**src/rtl/uart_pkg.sv**
```systemverilog
// rtl/uart_pkg.sv - shared constants and FSM state encoding for the UART transmit arbiter
// Contents:
//   UART_DATA_W  byte width carried per grant
//   arb_state_e  arbiter states: ARB_IDLE, ARB_START, ARB_WAIT
package uart_pkg;

    localparam int UART_DATA_W = 8;

    typedef enum logic [1:0] {
        ARB_IDLE  = 2'd0,
        ARB_START = 2'd1,
        ARB_WAIT  = 2'd2
    } arb_state_e;

endpackage

```
**src/rtl/uart_tx_arbiter_rr_pick.sv**
```systemverilog
// rtl/uart_tx_arbiter_rr_pick.sv - combinational round-robin winner search
// Ports:
//   req     in   NUM_REQ  request vector
//   ptr     in   ID_W     last served index; search starts at ptr+1
//   found   out  1        at least one request is set
//   winner  out  ID_W     first set index after ptr, modulo NUM_REQ
module rr_pick
    import uart_pkg::*;
#(
    parameter int NUM_REQ = 4,
    parameter int ID_W    = 2
) (
    input  logic [NUM_REQ-1:0] req,
    input  logic [ID_W-1:0]    ptr,
    output logic               found,
    output logic [ID_W-1:0]    winner
);

    int cand;

    // Wrap is modulo NUM_REQ, so non-power-of-two requester counts never
    // visit an index that does not exist.
    always_comb begin
        found  = 1'b0;
        winner = '0;
        cand   = 0;
        for (int k = 1; k <= NUM_REQ; k++) begin
            cand = (int'(ptr) + k) % NUM_REQ;
            if (!found && req[cand[ID_W-1:0]]) begin
                found  = 1'b1;
                winner = cand[ID_W-1:0];
            end
        end
    end

endmodule

```
**src/rtl/uart_tx_arbiter.sv**
```systemverilog
// rtl/uart_tx_arbiter.sv - round-robin scheduler sharing one 8N1 UART transmitter
// Ports:
//   clk, rst_n   clock, asynchronous active-low reset
//   en           grant enable (in-flight frame always completes)
//   req_valid    per-requester byte pending
//   req_data     byte of requester i at [8*i+7:8*i]
//   req_ack      one-cycle capture pulse per requester
//   tx_start     frame start request to transmitter, held until tx_busy
//   tx_data      byte to transmit, held between frames
//   tx_busy      transmitter frame in progress
//   active       arbiter owns the transmitter
//   grant_id     current or last granted requester
//   frame_done   one-cycle pulse when tx_busy falls
//   done_id      requester of the last completed frame
//   timeout_err  one-cycle pulse when tx_busy never rose
module uart_tx_arbiter
    import uart_pkg::*;
#(
    parameter int NUM_REQ = 4,
    parameter int ID_W    = 2,
    parameter int BUSY_TO = 64
) (
    input  logic                           clk,
    input  logic                           rst_n,
    input  logic                           en,
    input  logic [NUM_REQ-1:0]             req_valid,
    input  logic [NUM_REQ*UART_DATA_W-1:0] req_data,
    output logic [NUM_REQ-1:0]             req_ack,
    output logic                           tx_start,
    output logic [UART_DATA_W-1:0]         tx_data,
    input  logic                           tx_busy,
    output logic                           active,
    output logic [ID_W-1:0]                grant_id,
    output logic                           frame_done,
    output logic [ID_W-1:0]                done_id,
    output logic                           timeout_err
);

    localparam int                  TIMER_W    = $clog2(BUSY_TO);
    localparam logic [TIMER_W-1:0]  TIMER_LAST = TIMER_W'(BUSY_TO - 1);
    localparam logic [ID_W-1:0]     PTR_RESET  = ID_W'(NUM_REQ - 1);

    arb_state_e             state_q, state_d;
    logic [ID_W-1:0]        rr_ptr_q, rr_ptr_d;
    logic [TIMER_W-1:0]     timer_q, timer_d;
    logic [NUM_REQ-1:0]     req_ack_q, req_ack_d;
    logic                   tx_start_q, tx_start_d;
    logic [UART_DATA_W-1:0] tx_data_q, tx_data_d;
    logic                   active_q, active_d;
    logic [ID_W-1:0]        grant_id_q, grant_id_d;
    logic                   frame_done_q, frame_done_d;
    logic [ID_W-1:0]        done_id_q, done_id_d;
    logic                   timeout_err_q, timeout_err_d;

    logic                   pick_found;
    logic [ID_W-1:0]        pick_id;
    logic [UART_DATA_W-1:0] req_bytes [NUM_REQ];

    always_comb begin
        for (int i = 0; i < NUM_REQ; i++) begin
            req_bytes[i] = req_data[i*UART_DATA_W +: UART_DATA_W];
        end
    end

    rr_pick #(
        .NUM_REQ (NUM_REQ),
        .ID_W    (ID_W)
    ) u_rr_pick (
        .req    (req_valid),
        .ptr    (rr_ptr_q),
        .found  (pick_found),
        .winner (pick_id)
    );

    always_comb begin
        state_d       = state_q;
        rr_ptr_d      = rr_ptr_q;
        timer_d       = timer_q;
        tx_start_d    = tx_start_q;
        tx_data_d     = tx_data_q;
        active_d      = active_q;
        grant_id_d    = grant_id_q;
        done_id_d     = done_id_q;
        req_ack_d     = '0;
        frame_done_d  = 1'b0;
        timeout_err_d = 1'b0;

        case (state_q)
            ARB_IDLE: begin
                // A busy transmitter here belongs to someone else; wait it out.
                if (en && !tx_busy && pick_found) begin
                    tx_data_d          = req_bytes[pick_id];
                    grant_id_d         = pick_id;
                    req_ack_d[pick_id] = 1'b1;
                    tx_start_d         = 1'b1;
                    active_d           = 1'b1;
                    timer_d            = '0;
                    state_d            = ARB_START;
                end
            end
            ARB_START: begin
                if (tx_busy) begin
                    tx_start_d = 1'b0;
                    state_d    = ARB_WAIT;
                end else if (timer_q == TIMER_LAST) begin
                    // Byte is dropped; the requester was already acked.
                    tx_start_d    = 1'b0;
                    active_d      = 1'b0;
                    timeout_err_d = 1'b1;
                    rr_ptr_d      = grant_id_q;
                    state_d       = ARB_IDLE;
                end else begin
                    timer_d = timer_q + TIMER_W'(1);
                end
            end
            ARB_WAIT: begin
                if (!tx_busy) begin
                    frame_done_d = 1'b1;
                    done_id_d    = grant_id_q;
                    rr_ptr_d     = grant_id_q;
                    active_d     = 1'b0;
                    state_d      = ARB_IDLE;
                end
            end
            default: begin
                state_d = ARB_IDLE;
            end
        endcase
    end

    always_ff @(posedge clk or negedge rst_n) begin
        if (!rst_n) begin
            state_q       <= ARB_IDLE;
            rr_ptr_q      <= PTR_RESET;
            timer_q       <= '0;
            req_ack_q     <= '0;
            tx_start_q    <= 1'b0;
            tx_data_q     <= '0;
            active_q      <= 1'b0;
            grant_id_q    <= '0;
            frame_done_q  <= 1'b0;
            done_id_q     <= '0;
            timeout_err_q <= 1'b0;
        end else begin
            state_q       <= state_d;
            rr_ptr_q      <= rr_ptr_d;
            timer_q       <= timer_d;
            req_ack_q     <= req_ack_d;
            tx_start_q    <= tx_start_d;
            tx_data_q     <= tx_data_d;
            active_q      <= active_d;
            grant_id_q    <= grant_id_d;
            frame_done_q  <= frame_done_d;
            done_id_q     <= done_id_d;
            timeout_err_q <= timeout_err_d;
        end
    end

    assign req_ack     = req_ack_q;
    assign tx_start    = tx_start_q;
    assign tx_data     = tx_data_q;
    assign active      = active_q;
    assign grant_id    = grant_id_q;
    assign frame_done  = frame_done_q;
    assign done_id     = done_id_q;
    assign timeout_err = timeout_err_q;

endmodule

```
**config.mk**
```make
export PLATFORM = sky130hd
export DESIGN_NAME = uart_tx_arbiter
export DESIGN_NICKNAME = d
export VERILOG_FILES = /design/src/rtl/uart_pkg.sv /design/src/rtl/uart_tx_arbiter_rr_pick.sv /design/src/rtl/uart_tx_arbiter.sv
export SDC_FILE = /design/constraint.sdc
export NUM_CORES = 1
export LEC_CHECK = 0
export CORE_UTILIZATION = 40
export CTS_CLUSTER_SIZE = 30
export DETAILED_ROUTE_END_ITERATION = 10
export DONT_BUFFER_PORTS = 1
export GPL_TIMING_DRIVEN = 0
export SLEW_MARGIN = 20
export SYNTH_ARGS = -nofsm -noshare
export SYNTH_HDL_FRONTEND = slang
export SYNTH_SLANG_ARGS = --single-unit
```
**constraint.sdc**
```tcl
create_clock -name clk -period 4.15 [get_ports clk]
set_clock_uncertainty 0.05 [all_clocks]
set_input_delay 0.83 -clock clk [delete_from_list [all_inputs] [get_ports clk]]
set_output_delay 0.83 -clock clk [all_outputs]
set_load 0.02 [all_outputs]
```
* After elaboration in Yosys (flattened, before gate mapping)
Cells that the tools add are included.
** Cells by class
- Magnitude comparators :: 7
- Reductions and logical operators :: 21
- Bitwise logic cells :: 2
- Add/sub/neg operators :: 5
- Equality and inequality tests :: 9
- Muxes and demuxes :: 48
** Operator list (count)
- $mux 2 :: 11
- $mux 1 :: 19
- $mux 6 :: 3
- $bmux 8 s2 :: 1
- $mux 8 :: 2
- $lt 2x3->1 const B :: 5
- $pmux 6 s2 :: 1
- $ne 2x2->1 const B :: 5
- $bmux 1 s2 :: 4
- $mux 4 :: 2
- $reduce_and 4->1 :: 2
- $add 6x1->6 const B :: 1
- $eq 6x6->1 const B :: 1
- $logic_and 1x1->1 :: 6
- $pmux 2 s3 :: 1
- $reduce_and 3->1 :: 2
- $reduce_and 5->1 :: 1
- $add 2x1->2 const B :: 2
- $add 2x2->2 const B :: 2
- $logic_not 1->1 :: 4
- $pmux 2 s2 :: 1
- $reduce_and 2->1 :: 2
- $reduce_bool 2->1 :: 2
- $ge 3x3->1 const B :: 1
- 11 further kinds :: 11
** Word-level totals
- Logic and storage cells :: 103
- Input port bits :: 40
- Flip-flop bits (word level) :: 30
- Output and inout port bits :: 20

* Depth between registers and ports, before layout
Gate-level depths: netlist (run 1).
- Depth after elaboration :: 19
- Mapped depth :: 8
- Mapped depth without buffers :: 7

* Hierarchy
A second synthesis (run 1) with hierarchy kept.
** Second synthesis, totals
- Cell total of the unflattened synthesis :: 147
- Area, all modules :: 1664.1 sq um
** By module, submodules not included
- uart_tx_arbiter :: cells an instance 133, sequential area each 753.2 sq um, instances 1, area each 1572.8 sq um
- rr_pick :: cells an instance 14, sequential area each 0.0 sq um, instances 1, area each 91.3 sq um

* Worst setup path after synthesis (run 1)
No wires, ideal clock.
- Kind :: input-to-reg
- Start point :: in req_valid[3]
- End point :: reg timer_q[0]
- Buffers on the path :: 0
- Data arrival time :: 2.063 ns
- Cell stages on the path :: 4
- Path slack :: 1.913 ns
- Library setup time :: 0.125 ns
- Cells stage by stage :: o41ai_2 > mux2i_1 > nand2_1 > mux2_2
** Between the ends
- Word-level cells in the longest chain between the ends :: 15
- Elaborated cells on any way between the ends :: 21
- Those cells by class :: 1 x eq/ne; 12 x mux; 8 x reduce/logical
** Ends and longest elaborated chain
- start, declared :: RTL line uart_tx_arbiter.sv:26 : input logic [NUM_REQ-1:0] req_valid,
- $bmux 1 s2 :: RTL line uart_tx_arbiter_rr_pick.sv:29 : if (!found && req[cand[ID_W-1:0]]) begin
- $mux 1 (not written as such) :: RTL line uart_tx_arbiter_rr_pick.sv:29
- $mux 1 :: RTL line uart_tx_arbiter_rr_pick.sv:29
- $logic_not 1->1 :: RTL line uart_tx_arbiter_rr_pick.sv:29
- $logic_and 1x1->1 :: RTL line uart_tx_arbiter_rr_pick.sv:29
- $mux 1 :: RTL line uart_tx_arbiter_rr_pick.sv:29
- $logic_not 1->1 :: RTL line uart_tx_arbiter_rr_pick.sv:29
- $logic_and 1x1->1 :: RTL line uart_tx_arbiter_rr_pick.sv:29
- $mux 1 :: RTL line uart_tx_arbiter_rr_pick.sv:29
- $logic_not 1->1 :: RTL line uart_tx_arbiter_rr_pick.sv:29
- $logic_and 1x1->1 :: RTL line uart_tx_arbiter_rr_pick.sv:29
- $mux 1 * :: RTL line uart_tx_arbiter_rr_pick.sv:29
- $logic_and 1x1->1 * :: RTL line uart_tx_arbiter.sv:91 : if (en && !tx_busy && pick_found) begin
- $ne 2x2->1 (no line) *
- $reduce_and 4->1 (no line) *
- end signal, assigned :: RTL line uart_tx_arbiter.sv:147 : timer_q <= timer_d;
- end, declared :: RTL line uart_tx_arbiter.sv:45 : logic [TIMER_W-1:0] timer_q, timer_d;
Mark *: on every way between the ends. The rest lies on a longest branch, timed or not. The select of a mux whose other input is x is not followed.
A chain may end at the register's enable or synchronous reset.

* Worst setup path after layout (run 1)
- Start point :: reg state_q[0]
- End point :: reg req_ack_q[3], in the netlist req_ack[3]
** Between the ends
- Word-level cells in the longest chain between the ends :: 2
** Ends and longest elaborated chain
- start, declared :: RTL line uart_tx_arbiter.sv:43 : arb_state_e state_q, state_d;
- start signal, assigned :: RTL line uart_tx_arbiter.sv:145 : state_q <= state_d;
- $logic_not 2->1 :: RTL line uart_tx_arbiter.sv:88 : case (state_q)
- $mux 4 :: RTL line uart_tx_arbiter.sv:88
- net req_ack_d[3] :: RTL line uart_tx_arbiter.sv:46 : logic [NUM_REQ-1:0] req_ack_q, req_ack_d;
- end signal, assigned :: RTL line uart_tx_arbiter.sv:148 : req_ack_q <= req_ack_d;
- end, declared :: RTL line uart_tx_arbiter.sv:46
The timed path passes the listed nets, and every way through them passes these cells.

==> impl_metrics.yaml, run 1 <==
logic_synthesis:
  synth_sequential_area_ratio_pct: 42.2
  netlist_instances: 174
  synth.ff_latch_count: 30
  synth_ff_type: "dfrtp_1"
  synth_top_family_by_area: "compound AO/OA/AOI/OAI gates"
  synth.lib_cells_used.distinct: 41
  post_synth_main_area_contributors: "dfrtp_1, mux2_4, o2111ai_1"
  synth_adder_area_share_pct: 3.50
  yosys.area.top_type: "dfrtp_1"
  syn_area_um2: 1790
  synth-compound-area-share_pct: 22.9
  avgSynthCellArea_um2: 10.3
  synth.top_cell.area_share_pct: 39.2
  yosys.area_share.xor_xnor_pct: 1.96
  ys_async_sr_fraction_pct: 100
  post_synth_mux_area_share_pct: 9.53
  synth_edf_count: 0
  synthSimpleGateAreaFrac_pct: 13.7
  synthesis.nets: 219
  ys_warn_count: 0
final_layout:
  final_nets: 226
  area_growth_syn_to_layout_pct: 8.62
  most-common-layout-cells: "dfrtp_1, nand2_1, inv_1"
  final_common_cell: "dfrtp_1"
  diodes: 0
  final_core_utilization_pct: 46.8
  final_layout_size_suffix_gt1_share_pct: 18.7
power_and_ir_drop:
  clkPwrFrac_pct: 17.8
  power.share.combinational_pct: 38.7
  netSwitchingFraction_pct: 42.1
  static-leakage-power_nw: 0.872
  ir_worst_vdd_uv: 345
  cellInternalPower_mw: 0.780
  netSwitchingPower_mw: 0.567
  pwr_density_cell_nw_per_um2: 694
  power.sequential.fraction_pct: 43.4
clock_tree:
  numCtsBuffers: 5
  cts-root-to-sink-buffers: 2
  post-cts-setup-buffers: 0
  total_number_of_clock_tree_sinks: 30
  h-tree-depth: 2
  gates_resized_cts_repair: 0
  tritoncts: "built"
  clkSlewWorstSetupHoldPaths_ns: 0.07
  clock_latency_ns: 0.28
  cts.hold.buffers_added: 0
  ctsRootBufferMaster: "clkbuf_8"
critical_path:
  setup.worst_path.end_class: "register"
  critPathLaunchType: "register"
  path_class: "register to register"
  critical_path.max_fanout: 10
  timing.critical_path.required_ns: 4.29
  critPathArrivalTime_ns: 2.42
route:
  drt_pass1_iterations: 4
  detail_route.wirelength_mm: 3.87
  drt-met1-wl_mm: 1.70
  drc: 0
  route.met3.wl_um: 211
  drt-initial-drc-count: 53
  top_signal_layer_used: "met4"
  via_per_inst: 5.79
  ant_nets: 0
  detailed_route_via_count: 1343
  detailroute.wirelength.met2_mm: 1.94
  wl_per_cell_um: 16.7
grt:
  global_route.usage.total_pct: 18.6
  globalRoute.totalOverflow: 0
  pin_count_of_the_biggest_net_entering_global_routing: 31
  grt_antenna_before_repair: 0
  first_global_vias: 1338
  global_route_wire_length_before_repair_mm: 6.24
flow_run:
  maxCapViolations: 0
timing:
  grt_setup_unrepaired: "no"
  maxSlewViolCount: 0
  finalCritPeriodShare_pct: 54.8
  maximum_clock_frequency_mhz: 439
  final.hold.worst_slack_ns: 0.190
  finalHoldViolCount: 0
  setup_tns_ns: 0
  tightestPinTransition_ns: 0.732
  final-setup-viol-count: 0
  fin_crit_ns: 2.28
  slew_headroom_pct: 50.8
status:
  status: "finished clean"
floorplanning:
  io-pin-count: 60
  core-area_um2: 4140
  starting_density_of_the_core_pct: 43.1
  die_x_um: 68.8
  die_y_um: 68.8
  standard_cell_row_count: 23
  fp.dieArea_um2: 4730
placement:
  io_buffer_count: 0
  detailed_place_hpwl_mm: 2.87
  gp_congestion: 0.801
hold_path:
  timing.hold.worst.class: "input port to asynchronous set/reset pin"
## synthesized netlist by cell type, types with 4 or more instances
library cell / n
mux2_4: 7
mux2_2: 4
xor2_1: 4
ha_1: 5
nor2_1: 9
o2111ai_1: 8
clkbuf_1: 5
a21oi_1: 5
nand2_1: 17
inv_1: 16
o31ai_1: 9
o221a_1: 6
and3_1: 4
dfrtp_1: 28
o21ai_0: 11
## worst max-delay path, cell delays in order (launching register included)
cell	delay, ns
dfrtp_1	0.41
inv_1	0.13
ha_1	0.16
clkbuf_1	0.26
inv_1	0.13
nor3_1	0.38
clkbuf_1	0.42
nand2_1	0.13
nor2_1	0.14
## cell families after synthesis
group,Yosys count
AOI/OAI and AO/OA,50
adders and majority gates,5
xor gates and xnor gates,4
and+or+nand+nor,47
buffers and inverters,25
muxes,13
DFF,30
## cell type report
type / count / area (um^2)
Sequential cell: 30 / 753
Multi-Input combinational cell: 119 / 921
Fill cell: 407 / 2200
Tap cell: 50 / 62.6
Clock buffer: 7 / 86.3
Inverter: 16 / 60.1
Buffer: 9 / 51.3
Clock inverter: 1 / 5.00
## state kept, by name (all words and copies together), names as in the netlist
signal / flops
tx_data: 8
timer_q: 6
frame_done: 1
rr_ptr_q: 2
tx_start: 1
req_ack: 4
grant_id: 2
done_id: 2
active: 1
state_q: 2
timeout_err: 1
## metrics by stage
step                power, mW  instances  cell area (um^2)  worst slack (ns)
finish                   1.35        232              1940              1.87
global route             1.46        232              1940              1.57
CTS                      1.36        232              1940              1.88
detailed placement       1.11        224              1850              1.64
global placement         1.09        224              1850              1.64
floorplan               0.997        174              1790              1.91
## final timing paths
kind,start,to,slack [ns],depth (start not counted)
setup / recovery,state_q[0],req_ack[3],1.87,8
hold / removal,rst_n,timeout_err,0.19,0
setup reg to reg,state_q[0],req_ack[3],1.87,8
hold reg to reg,timer_q[1],timer_q[1],0.45,2
max in group asynchronous,rst_n,rr_ptr_q[0],3.68,0
min in group clk,timer_q[1],timer_q[1],0.45,2
## power by group through the flow
stage               combinational (mW)  sequential [mW]  clock, mW
floorplan                        0.433            0.564          0
global placement                 0.505            0.588          0
detailed placement               0.517            0.592          0
CTS                              0.523            0.588      0.248
global route                     0.588            0.603      0.266
finish                           0.522            0.585      0.240
## per-layer routing
layer  GRT usage [%]  vias to the layer above
li1                -                      650
met1            23.3                      646
met2            28.8                       45
met3            7.57                        2
met4            6.38                        0
met5               0                        -
No activity file was read; power rests on OpenSTA's default activity.
==> run 2: changes to the inputs <==
Settings changed: ABC_AREA from default to 1.
Clock period 4.15 ns to 2.15 ns, I/O delays scaled along.
==> impl_metrics.yaml, run 2 <==
status:
  status: "finished clean"
placement:
  gp_congestion: 0.809
  placed_cells: 328
  io_buffer_count: 0
  placement.cell_area_um2: 2120
  detailed_place_hpwl_mm: 3.43
timing:
  fin_crit_ns: 1.99
  slew_headroom_pct: 70.8
  finalCritPeriodShare_pct: 92.7
  tightestPinTransition_ns: 0.437
  maximum_clock_frequency_mhz: 502
  finalHoldViolCount: 0
  maxSlewViolCount: 0
  final-setup-viol-count: 0
logic_synthesis:
  post_synth_mux_area_share_pct: 0
  synth.top_cell.area_share_pct: 34.5
  synth_ff_type: "dfrtp_1"
  yosys.area.top_type: "dfrtp_1"
  ys_warn_count: 0
  synth_top_family_by_area: "simple AND/OR/NAND/NOR gates"
  synth_sequential_area_ratio_pct: 37.1
  post_synth_main_area_contributors: "dfrtp_1, nand2_1, nand3_1"
  avgSynthCellArea_um2: 7.79
  ys_top_cells_by_count: "nand2_1, nand3_1, dfrtp_1"
  synth_edf_count: 0
  synth_adder_area_share_pct: 3.08
  synthSimpleGateAreaFrac_pct: 44.3
  syn_area_um2: 2030
  yosys.area_share.xor_xnor_pct: 0.431
  synth.lib_cells_used.distinct: 28
  synth-compound-area-share_pct: 6.03
  synth.ff_latch_count: 30
  netlist_instances: 261
  ys_async_sr_fraction_pct: 100
  dominant_cell_by_count_in_the_synthesized_netlist: "nand2_1"
  synthesis.nets: 306
critical_path:
  crit_path_frequent_cell: "nand2_2"
  setup.worst_path.end_class: "register"
  critical_path.slowest_cell: "dfstp_2"
  critPathArrivalTime_ns: 2.16
  path_class: "register to register"
  critical_path.max_fanout: 10
  timing.critical_path.slowest_cell_delay_ns: 0.53
  critical_path.cell_chain: "buf_8 > inv_6 > nand2_2 > nand2_1 > nand2_2 > nand2_4 > nor2_8 > nand3_4 > nand3_2 > nand2_2 > nand3_2 > buf_8 > nand2_2 > o21ai_2"
  regToRegSetupSlack_ns: 0.16
  r2r_end: "timer_q[0]"
  reg2reg_depth: 14
  critPathLaunchType: "register"
  worst_reg2reg_startpoint: "rr_ptr_q[0]"
  timing.critical_path.required_ns: 2.31
floorplanning:
  starting_density_of_the_core_pct: 42.2
  fp.dieArea_um2: 5370
  core-area_um2: 4820
  die_x_um: 73.3
  io-pin-count: 60
  die_y_um: 73.3
  standard_cell_row_count: 25
route:
  detail_route.wirelength_mm: 4.81
  drc: 0
  drt-initial-drc-count: 130
  wl_per_cell_um: 13.9
  ant_nets: 0
  drt_pass1_iterations: 6
  detailed_route_via_count: 1774
  via_per_inst: 5.11
clock_tree:
  h-tree-depth: 2
  tritoncts: "built"
  clkSlewWorstSetupHoldPaths_ns: 0.06
  total_number_of_clock_tree_sinks: 30
  clock_latency_ns: 0.28
  ctsRootBufferMaster: "clkbuf_8"
  cts-root-to-sink-buffers: 2
  numCtsBuffers: 5
final_layout:
  post_layout_nonfiller_instances: 347
  area_growth_syn_to_layout_pct: 15.3
  most-common-layout-cells: "nand2_1, nand3_1, dfrtp_1"
  fillCellCount: 476
  final_core_utilization_pct: 48.6
  largest_reg_flops: 8
  diodes: 0
  final_nets: 324
  multi_input_area_um2: 1100
  final_common_cell: "nand2_1"
  final_layout_size_suffix_gt1_share_pct: 28.2
  sequential_cell_area_um2: 753
  final_design_area_no_fill_um2: 2340
grt:
  pin_count_of_the_biggest_net_entering_global_routing: 31
  first_global_vias: 1619
  grt_antenna_before_repair: 0
  globalRoute.totalOverflow: 0
  global_route.usage.total_pct: 19.2
  global_route_wire_length_before_repair_mm: 7.73
flow_run:
  maxCapViolations: 0
hold_path:
  hold_end: "timeout_err"
  worstHoldStart: "tx_busy"
  worstHoldPathCells: 1
  timing.hold.worst.class: "input port to register"
power_and_ir_drop:
  static-leakage-power_nw: 1.14
  pwr_density_cell_nw_per_um2: 1860
  ir_worst_vdd_uv: 725
-- run 2: cell count changes after synthesis, moves of 6 or more --
cell / change
mux2_4: -7
nand4_1: +16
nand2_1: +53
o31ai_1: -9
nand2_2: +26
o21ai_2: +6
o221a_1: -6
nand3_1: +32
o2111ai_1: -8
-- run 2: per-stage QoR --
stage               setup TNS [ns]  power [mW]  worst slack [ns]  hold slack, ns
global route              -0.00578        4.72          -0.00578           0.152
finish                           0        4.35             0.156           0.160
floorplan                        0        3.06             0.288          0.0844
detailed placement               0        3.55            0.0563          0.0863
CTS                              0        4.05            0.0443           0.153
global placement                 0        3.51            0.0864          0.0863
-- run 2: final cells by class --
type / instances / share of cell area, %
timing repair buffer: 11 / 4.70
inverter: 23 / 4.48
clock inverter: 1 / 0.214
buffer: 10 / 4.16
multi-input combinational: 198 / 47.0
clock buffer: 7 / 3.68
tap: 67 / 3.58
sequential: 30 / 32.1
-- run 2: what timing repair did --
item                                   4_1_cts  5_1_grt
buffers inserted                             0        8
resized for setup                            0       12
hold buffers                                 2        0
setup endpoints to repair                    0       15
endpoints found under the hold margin       30        0
-- run 2: worst max path at each step --
stage	from	endpoint	cells after the start	slack [ns]
CTS	rr_ptr_q[0]	tx_data[7]	15	0.04
floorplan	rr_ptr_q[0]	tx_data[0]	15	0.29
global route	rr_ptr_q[0]	tx_data[0]	15	-0.006
finish	rr_ptr_q[0]	timer_q[0]	14	0.16
global placement	rr_ptr_q[0]	tx_data[2]	15	0.09
detailed placement	rr_ptr_q[0]	tx_data[7]	15	0.06
-- run 2: cells by family after synthesis --
kind of cell | Yosys count
buf+inv | 33
compound gates | 19
simple gates | 173
fa+ha+maj | 5
xor+xnor | 1
flops | 30
-- run 2: report_power, final --
group	internal, mW	leakage, nW	switching (mW)	total, mW
Combinational	1.15	0.707	1.64	2.79
Sequential	0.773	0.386	0.317	1.09
Clock	0.258	0.0482	0.212	0.470
-- run 2: metal layers --
layer  up-vias  routed length [um]  global-route usage, %
met5         -                   0                      0
met4         0                  61                   6.54
met3         6                 323                   5.08
met2        51                2190                   29.8
met1       820                2240                   25.8
li1        897                   -                      -
-- run 2: critical path: cells and delay by family, from the launching register on --
| family | cells | cell delay [ns] |
|---|---|---|
| DFF | 1 | 0.53 |
| and+or+nand+nor | 10 | 0.93 |
| buffers and inverters | 3 | 0.35 |
| AOI/OAI and AO/OA | 1 | 0.05 |
